**config.mk**
```make
export PLATFORM = sky130hd
export DESIGN_NAME = wb_hazard_tracker
export DESIGN_NICKNAME = d
export VERILOG_FILES = /design/src/rtl/cpu_pkg.sv /design/src/rtl/mc_latency_counter.sv /design/src/rtl/wb_hazard_tracker.sv
export SDC_FILE = /design/constraint.sdc
export NUM_CORES = 1
export LEC_CHECK = 0
export ABC_AREA = 1
export BUFFER_PORTS_ARGS = -buffer_cell sky130_fd_sc_hd__buf_2
export CAP_MARGIN = 0
export CELL_PAD_IN_SITES_DETAIL_PLACEMENT = 2
export CELL_PAD_IN_SITES_GLOBAL_PLACEMENT = 2
export CORE_MARGIN = 1
export CORE_UTILIZATION = 22
export CTS_CLUSTER_SIZE = 28
export DETAILED_ROUTE_END_ITERATION = 7
export HOLD_SLACK_MARGIN = 0.12
export PLACE_DENSITY = 0.85
export REMOVE_ABC_BUFFERS = 1
export SETUP_SLACK_MARGIN = 0.4
export SYNTH_ARGS = -nofsm -noshare
export SYNTH_HDL_FRONTEND = slang
export SYNTH_SLANG_ARGS = --single-unit
```
**constraint.sdc**
```tcl
create_clock -name clk -period 1.6 [get_ports clk]
set_clock_uncertainty 0.15 [all_clocks]
set_input_delay 0.32 -clock clk [delete_from_list [all_inputs] [get_ports clk]]
set_output_delay 0.32 -clock clk [all_outputs]
set_load 0.01 [all_outputs]
```
**src/rtl/cpu_pkg.sv**
```systemverilog
// Shared CPU definitions: sequencer state encoding, datapath widths and
// the index of the implicit second-result register R0.
package cpu_pkg;

    localparam int REG_NUM_WIDTH = 4;
    localparam int DATA_WIDTH    = 16;

    localparam logic [REG_NUM_WIDTH-1:0] R0_INDEX = '0;

    localparam logic [0:0] ST_IDLE = 1'b0;
    localparam logic [0:0] ST_BUSY = 1'b1;

endpackage

```
**src/rtl/mc_latency_counter.sv**
```systemverilog
// Loadable down-counter that times fixed-latency multi-cycle operations.
// zero_next flags the last busy cycle so the caller can retire on that edge.
module mc_latency_counter #(
    parameter int CNT_WIDTH = 4
) (
    input  logic                 clk,
    input  logic                 rst_n,
    input  logic                 clear,
    input  logic                 load,
    input  logic [CNT_WIDTH-1:0] load_value,
    input  logic                 dec,
    output logic [CNT_WIDTH-1:0] count,
    output logic                 zero_next
);

    always_ff @(posedge clk or negedge rst_n) begin
        if (!rst_n) begin
            count <= '0;
        end else if (clear) begin
            count <= '0;
        end else if (load) begin
            count <= load_value;
        end else if (dec && (count != '0)) begin
            count <= count - 1'b1;
        end
    end

    assign zero_next = (count == CNT_WIDTH'(1));

endmodule

```
**src/rtl/wb_hazard_tracker.sv**
```systemverilog
// Writeback-side producer for operand forwarding: registers the EX result and
// destination, and sequences fixed-latency mul/div ops behind a pipeline stall.
module wb_hazard_tracker
    import cpu_pkg::*;
#(
    parameter int REG_NUM_WIDTH = cpu_pkg::REG_NUM_WIDTH,
    parameter int DATA_WIDTH    = cpu_pkg::DATA_WIDTH,
    parameter int MC_LATENCY    = 4,
    parameter int CNT_WIDTH     = 4
) (
    input  logic                     clk,
    input  logic                     rst_n,
    input  logic                     flush,
    input  logic                     ex_valid,
    input  logic [REG_NUM_WIDTH-1:0] ex_rd,
    input  logic                     ex_wr_en,
    input  logic                     ex_wr_r0,
    input  logic                     ex_multi,
    input  logic [DATA_WIDTH-1:0]    ex_result,
    input  logic [DATA_WIDTH-1:0]    ex_r0_result,
    input  logic [DATA_WIDTH-1:0]    mc_result,
    input  logic [DATA_WIDTH-1:0]    mc_r0_result,
    output logic                     stall,
    output logic                     write_reg,
    output logic [REG_NUM_WIDTH-1:0] rn1_ex,
    output logic                     write_r0,
    output logic [DATA_WIDTH-1:0]    wb_data,
    output logic [DATA_WIDTH-1:0]    wb_r0_data
);

    logic [0:0]               state;
    logic [REG_NUM_WIDTH-1:0] cap_rd;
    logic                     cap_wr_en;
    logic                     cap_wr_r0;
    logic [CNT_WIDTH-1:0]     count;
    logic                     zero_next;
    logic                     issue_multi;
    logic                     busy;

    assign busy        = (state == ST_BUSY);
    assign issue_multi = !flush && !busy && ex_valid && ex_multi;

    // Stall depends on state alone so it can never form a path from EX inputs.
    assign stall = busy;

    mc_latency_counter #(
        .CNT_WIDTH (CNT_WIDTH)
    ) u_mc_counter (
        .clk        (clk),
        .rst_n      (rst_n),
        .clear      (flush),
        .load       (issue_multi),
        .load_value (CNT_WIDTH'(MC_LATENCY - 1)),
        .dec        (!flush && busy),
        .count      (count),
        .zero_next  (zero_next)
    );

    always_ff @(posedge clk or negedge rst_n) begin
        if (!rst_n) begin
            state      <= ST_IDLE;
            cap_rd     <= '0;
            cap_wr_en  <= 1'b0;
            cap_wr_r0  <= 1'b0;
            write_reg  <= 1'b0;
            write_r0   <= 1'b0;
            rn1_ex     <= '0;
            wb_data    <= '0;
            wb_r0_data <= '0;
        end else if (flush) begin
            state     <= ST_IDLE;
            write_reg <= 1'b0;
            write_r0  <= 1'b0;
        end else if (!busy) begin
            if (ex_valid && !ex_multi) begin
                write_reg  <= ex_wr_en;
                write_r0   <= ex_wr_r0;
                rn1_ex     <= ex_rd;
                wb_data    <= ex_result;
                wb_r0_data <= ex_r0_result;
            end else begin
                write_reg <= 1'b0;
                write_r0  <= 1'b0;
                if (ex_valid) begin
                    state     <= ST_BUSY;
                    cap_rd    <= ex_rd;
                    cap_wr_en <= ex_wr_en;
                    cap_wr_r0 <= ex_wr_r0;
                end
            end
        end else if (zero_next) begin
            // Final busy edge: the multi-cycle unit's results are valid now.
            state      <= ST_IDLE;
            write_reg  <= cap_wr_en;
            write_r0   <= cap_wr_r0;
            rn1_ex     <= cap_rd;
            wb_data    <= mc_result;
            wb_r0_data <= mc_r0_result;
        end else begin
            write_reg <= 1'b0;
            write_r0  <= 1'b0;
        end
    end

    // count is only observed through zero_next outside the counter.
    logic unused_count;
    assign unused_count = ^count;

endmodule

```
==> impl_metrics.py, run 1 <==
metrics = {
    "setup_path": {
        "cp-start-kind": "flop",
        "cp-end-kind": "flop",
        "rr_worst_depth": 9,
        "worst-path-max-fanout": 4,
        "arrival_ns": 1.61,
        "cp.required_ns": 1.61,
        "critPathKind": "flop to flop",
    },
    "clock_network": {
        "clk_latency_ns": 0.28,
        "cts_made_buffers": 5,
        "cts_root_buf": "clkbuf_16",
        "cts_buffer_depth": 2,
        "h-tree-depth": 2,
        "cts_tree": "built",
        "clk_pin_slew_ns": 0.06,
        "numClockSinks": 49,
    },
    "hold_path": {
        "holdPathStages": 3,
        "worstHoldPathType": "primary input to flop",
    },
    "timing": {
        "worst_slack_ns": -0.00673,
        "min_period_over_period_pct": 100,
        "grt_setup_unrepaired": "true",
        "finalMaxSlewViolations": 0,
        "tightest_slew_ns": 0.280,
        "hold_viol": 0,
        "fin_setup_tns_ns": -0.00673,
        "max_freq_mhz": 622,
        "setup_viol_count_final": 1,
        "timing.final.crit_period_ns": 1.61,
        "slew_headroom_pct": 81.3,
    },
    "placed_design": {
        "gp_congestion": 0.684,
        "place_ws_ns": 0.00644,
        "place_area_um2": 3340,
        "portBuffers": 113,
        "dp_hpwl_mm": 6.64,
    },
    "finish": {
        "fin_area_um2": 4270,
        "area_growth_pct": 67.1,
        "nets": 584,
        "antennaDiodeCount": 0,
        "top_regs": "wb_data (16), wb_r0_data (16)",
        "fill_cells": 1303,
        "drive_above_1_share_pct": 44.4,
    },
    "global_route": {
        "track_usage_pct": 16.1,
        "grt_pass1_wl_mm": 14.9,
        "grt_max_degree": 50,
        "antenna_found_initial": 0,
        "grt_overflow": 0,
        "grt_pass1_vias": 3088,
    },
    "synth": {
        "ys_seq_area_share_pct": 47.9,
        "synth_top_area_share_pct": 47.9,
        "syn-mean-instance-area_um2": 7.43,
        "netlist-cell-type-count": 20,
        "ys_seq_elements": 49,
        "synth_cells": 344,
        "synth_warnings": 0,
        "syn_area_um2": 2560,
        "synth_area_leaders": "dfrtp_1, nand2_1, nand3_1, o21ai_0, buf_6",
        "synth_top_cell_by_area": "dfrtp_1",
    },
    "status": {
        "status": "finished with violations",
        "violations": "setup timing",
    },
    "pwr": {
        "peakVddDrop_v": 0.000586,
        "pwr_density_cell_nw_per_um2": 1230,
        "power_leakage_nw": 2.41,
    },
    "run": {
        "maxCapViolations": 0,
    },
    "drt": {
        "first_iter_violations": 54,
        "vias": 2943,
        "drc": 0,
        "wire_per_inst_um": 15.9,
        "wirelength_mm": 10.4,
        "viasPerCell": 4.53,
        "ant_nets": 0,
        "drt_first_pass_iters": 4,
    },
    "floorplanning": {
        "core_area_um2": 11400,
        "die-height_um": 110,
        "die-width_um": 110,
        "die-area_um2": 12100,
        "ios": 114,
        "initial_core_util_pct": 22.5,
        "rows": 39,
    },
}
cells in the mapped netlist, drive strengths merged:
| master | count |
|---|---|
| nand3 | 43 |
| nor3b | 1 |
| dfrtp | 49 |
| nand3b | 1 |
| o31ai | 1 |
| nor2 | 8 |
| a31oi | 1 |
| o21ai | 14 |
| buf | 14 |
| clkbuf | 5 |
| nand4 | 2 |
| inv | 11 |
| ha | 3 |
| nand2 | 191 |
area by class of cell:
cell class / instances / area, um2 / area share (%)
timing repair buffer: 174 / 1290 / 30.2
tap: 143 / 179 / 4.19
clock buffer: 7 / 143 / 3.34
clock inverter: 1 / 30.0 / 0.703
multi-input combinational: 265 / 1350 / 31.7
sequential: 49 / 1230 / 28.8
inverter: 11 / 46.3 / 1.08
cells in the final DEF, fill, tap and decap left out, types with 2 or more instances in the layout:
master | Yosys | routed
buf_2 | 7 | 96
o21ai_1 | 2 | 2
nand2_2 | 0 | 13
dfrtp_2 | 0 | 2
buf_4 | 2 | 42
buf_12 | 0 | 5
nand3_2 | 0 | 5
clkbuf_16 | 0 | 7
ha_4 | 0 | 2
dfrtp_1 | 49 | 47
nand4_1 | 2 | 2
nand2_4 | 2 | 9
nand3_1 | 43 | 38
nor2_1 | 6 | 5
nand2_1 | 189 | 168
o21ai_2 | 0 | 2
nor2_4 | 2 | 3
buf_6 | 5 | 27
inv_1 | 10 | 8
inv_2 | 1 | 2
o21ai_0 | 12 | 10
worst max-delay path, cell delays in order, from the launching register on:
cell and delay [ns]:
dfrtp_1 0.37, inv_2 0.07, buf_4 0.13, buf_6 0.10
buf_6 0.12, ha_4 0.16, nand2_4 0.10, nand2_4 0.08
nand3_1 0.12, nand2_1 0.09
per-stage QoR:
stage	hold WS (ns)	power, W	instances	utilization (%)
2_1_floorplan	-0.126	0.00246	325	-
3_3_place_gp	0.188	0.00310	596	29.4
3_5_place_dp	0.183	0.00321	596	29.4
4_1_cts	0.155	0.00492	632	34.5
5_1_grt	0.162	0.00559	650	37.6
6_report	0.149	0.00527	650	37.6
power breakdown:
group          internal (W)  switching [W]  total (W)
Clock              0.000782       0.000457    0.00124
Sequential          0.00158       0.000244    0.00182
Combinational       0.00119        0.00102    0.00222
Total               0.00355        0.00173    0.00527
path summary, 6_finish.rpt:
kind                                        from               endpoint  slack [ns]
max                        u_mc_counter.count[1]  u_mc_counter.count[0]      -0.007
min                                     ex_wr_en              write_reg        0.15
max reg2reg                u_mc_counter.count[1]  u_mc_counter.count[0]      -0.007
min reg2reg                            cap_rd[3]              cap_rd[3]        0.35
max in group asynchronous                  rst_n  u_mc_counter.count[0]        0.63
min in group asynchronous                  rst_n         wb_r0_data[13]        0.41
logic make-up (layout without fill, tap and decap cells):
| family | count (synthesis) | after routing | share of synthesized area [%] |
|---|---|---|---|
| AO/OA/AOI/OAI | 16 | 16 | 3.28 |
| AND/OR/NAND/NOR | 246 | 246 | 40.8 |
| adder cells (fa/ha/maj) | 3 | 3 | 1.47 |
| flip-flops | 49 | 49 | 47.9 |
| buffers and inverters | 30 | 193 | 6.51 |
layer usage:
| layer | up-vias | global-route usage, % | wire length, um |
|---|---|---|---|
| met5 | - | 0 | 0 |
| met1 | 1453 | 18.1 | 4110 |
| li1 | 1401 | - | - |
| met3 | 10 | 3.02 | 511 |
| met2 | 79 | 31.1 | 5600 |
| met4 | 0 | 3.71 | 142 |
repair_timing:
action | CTS | global route
endpoints found under the setup margin | 88 | 88
gates cloned | 2 | 2
hold buffers | 1 | 0
buffers inserted | 25 | 16
endpoints found under the hold margin | 49 | 0
resized for setup | 38 | 48
pin swaps | 2 | 6
Note: power is estimated with default switching activity, not from simulation.
==> run 2, diff against run 1 <==
--- a/config.mk
+++ b/config.mk
@@ -14,8 +14,9 @@
 export CORE_UTILIZATION = 22
 export CTS_CLUSTER_SIZE = 28
 export DETAILED_ROUTE_END_ITERATION = 7
+export GPL_TIMING_DRIVEN = 0
 export HOLD_SLACK_MARGIN = 0.12
-export PLACE_DENSITY = 0.85
+export PLACE_DENSITY = 0.78
 export REMOVE_ABC_BUFFERS = 1
 export SETUP_SLACK_MARGIN = 0.4
 export SYNTH_ARGS = -nofsm -noshare
==> impl_metrics.py, run 2 (same netlist as run 1, synthesis figures left out) <==
metrics = {
    "setup_path": {
        "arrival_ns": 1.66,
        "critPathKind": "flop to flop",
        "ff2ff_setup_slack_ns": -0.03,
        "r2r-start": "stall",
        "cp-end-kind": "flop",
        "critPathMaxStageDelay_ns": 0.53,
        "critPathSlowestCell": "dfrtp_4",
        "rr_worst_depth": 8,
        "cp_top_family": "flip-flops",
        "crit_buf_inv": 3,
        "cp-endpoint": "wb_r0_data[1]",
        "critical_path_depth": 8,
        "r2r_end": "wb_r0_data[1]",
        "cp-start-kind": "flop",
        "cpMostUsedCell": "nand2_8",
        "worst-path-max-fanout": 5,
        "timing.critical_path.cells": "buf_12 > inv_12 > nor2_4 > buf_4 > nand2_8 > nand2_8 > nand2_2 > nand2_1",
        "setup.worst_path.start": "stall",
        "cp.required_ns": 1.63,
    },
    "drt": {
        "wire_per_inst_um": 20.2,
        "viasPerCell": 4.75,
        "drc": 0,
        "wirelength_mm": 13.4,
        "vias": 3171,
        "drt_first_pass_iters": 4,
        "first_iter_violations": 120,
        "ant_nets": 0,
    },
    "timing": {
        "slew_headroom_pct": 55.3,
        "max_freq_mhz": 615,
        "finalMaxSlewViolations": 0,
        "timing.final.crit_period_ns": 1.63,
        "hold_viol": 49,
        "fin_setup_tns_ns": -0.173,
        "holdWs_ns": -0.0873,
        "min_period_over_period_pct": 102,
        "setup_viol_count_final": 13,
        "grt_setup_unrepaired": "true",
        "tightest_slew_ns": 0.670,
        "worst_slack_ns": -0.0266,
    },
    "clock_network": {
        "numClockSinks": 49,
        "cts_root_buf": "clkbuf_16",
        "cts_tree": "built",
        "h-tree-depth": 2,
        "cts_made_buffers": 5,
        "clk_pin_slew_ns": 0.07,
        "cts_buffer_depth": 2,
        "clk_latency_ns": 0.29,
    },
    "global_route": {
        "grt_max_degree": 50,
        "met2_usage_pct": 38.8,
        "grt_overflow": 0,
        "grt_pass1_vias": 3185,
        "antenna_found_initial": 0,
        "top_usage_layer": "met2",
        "grtUsageMet3_pct": 2.55,
        "track_usage_pct": 21.0,
        "grt_pass1_wl_mm": 18.2,
        "use_met1_pct": 26.2,
    },
    "finish": {
        "antennaDiodeCount": 0,
        "area_growth_pct": 77.9,
        "drive_above_1_share_pct": 48.5,
        "utilization_pct": 40.0,
        "mostFrequentLayoutCell": "nand2_1",
        "fin_area_um2": 4550,
        "top_regs": "wb_data (16), wb_r0_data (16)",
        "mostFrequentLayoutCells": "nand2_1, buf_2, buf_4",
        "fill_cells": 1279,
        "nets": 601,
    },
    "placed_design": {
        "dp_hpwl_mm": 5.72,
        "place_area_um2": 3180,
        "portBuffers": 113,
        "gp_congestion": 0.679,
    },
    "pwr": {
        "clock_power_share_pct": 23.0,
        "p_total_w": 0.00551,
        "peakVddDrop_v": 0.000538,
        "power_leakage_nw": 2.54,
        "p_switching_w": 0.00191,
        "internal_power_w": 0.00361,
        "pwr_density_cell_nw_per_um2": 1210,
        "sw_frac_of_total_pct": 34.6,
        "combPwrFrac_pct": 44.1,
        "seqPwrFrac_pct": 32.9,
    },
    "status": {
        "violations": "hold timing, setup timing",
        "status": "finished with violations",
    },
    "run": {
        "maxCapViolations": 0,
    },
    "floorplanning": {
        "die-area_um2": 12100,
        "core_area_um2": 11400,
        "die-height_um": 110,
        "initial_core_util_pct": 22.5,
        "die-width_um": 110,
        "rows": 39,
        "ios": 114,
    },
    "hold_path": {
        "worstHoldPathType": "primary input to asynchronous set/reset pin",
    },
}
-- run 2: cell count changes in the layout (fill, tap and decap cells not counted), sizes merged --
cell         change
dlygate4sd3      -1
inv              +1
nand3            +1
nand3b           +3
clkbuf           -1
nand2           +12
buf              +3
bufbuf           -1
-- run 2: layout make-up --
cell class / instances / area, um2 / share of cell area, %
Clock inverter: 1 / 30.0 / 0.660
Sequential cell: 49 / 1230 / 27.1
Timing Repair Buffer: 174 / 1260 / 27.7
Inverter: 11 / 56.3 / 1.24
Tap cell: 143 / 179 / 3.93
Timing Repair inverter: 1 / 8.76 / 0.193
Clock buffer: 7 / 143 / 3.14
Multi-Input combinational cell: 281 / 1640 / 36.1
-- run 2: metrics by stage --
step | setup slack [ns] | instances
2_1_floorplan | -0.935 | 325
3_3_place_gp | -2.11 | 581
3_5_place_dp | -1.53 | 581
4_1_cts | -0.0196 | 638
5_1_grt | -0.101 | 667
6_report | -0.0266 | 667
-- run 2: what timing repair did --
| action | in CTS | in global routing |
|---|---|---|
| pin swaps | 22 | 15 |
| endpoints found under the hold margin | 49 | 49 |
| setup buffers | 33 | 27 |
| endpoints found under the setup margin | 137 | 88 |
| gates resized for setup | 73 | 40 |
| cloned | 16 | 2 |
-- run 2: power groups by stage --
| stage | Clock (W) | Sequential [W] | Combinational, W |
|---|---|---|---|
| after global routing | 0.00133 | 0.00185 | 0.00265 |
| after floorplan | 0 | 0.00193 | 0.000530 |
| final | 0.00127 | 0.00182 | 0.00243 |
| after CTS | 0.00130 | 0.00178 | 0.00196 |
| after global placement | 0 | 0.00180 | 0.00123 |
| after detailed placement | 0 | 0.00183 | 0.00129 |
-- run 2: worst min-delay path by stage --
stage | end | depth (start not counted) | slack [ns]
floorplan | cap_rd[0] | 0 | -0.13
global placement | cap_rd[1] | 2 | 0.32
detailed placement | cap_wr_r0 | 2 | 0.33
CTS | wb_data[11] | 1 | -0.06
global route | wb_data[11] | 1 | -0.03
finish | wb_data[11] | 1 | -0.09
-- run 2: worst reg2reg max path, cell delays in order, from the launching register on --
cell and delay [ns]:
dfrtp_4 0.53, buf_12 0.15, inv_12 0.05, nor2_4 0.04, buf_4 0.18, nand2_8 0.17, nand2_8 0.13, nand2_2 0.07
nand2_1 0.05
-- run 2: per-layer routing --
metal	part of all wire [%]	vias to the layer above
li1	-	1475
met1	43	1607
met2	53	76
met3	3.4	13
met4	1.2	0
met5	0	-
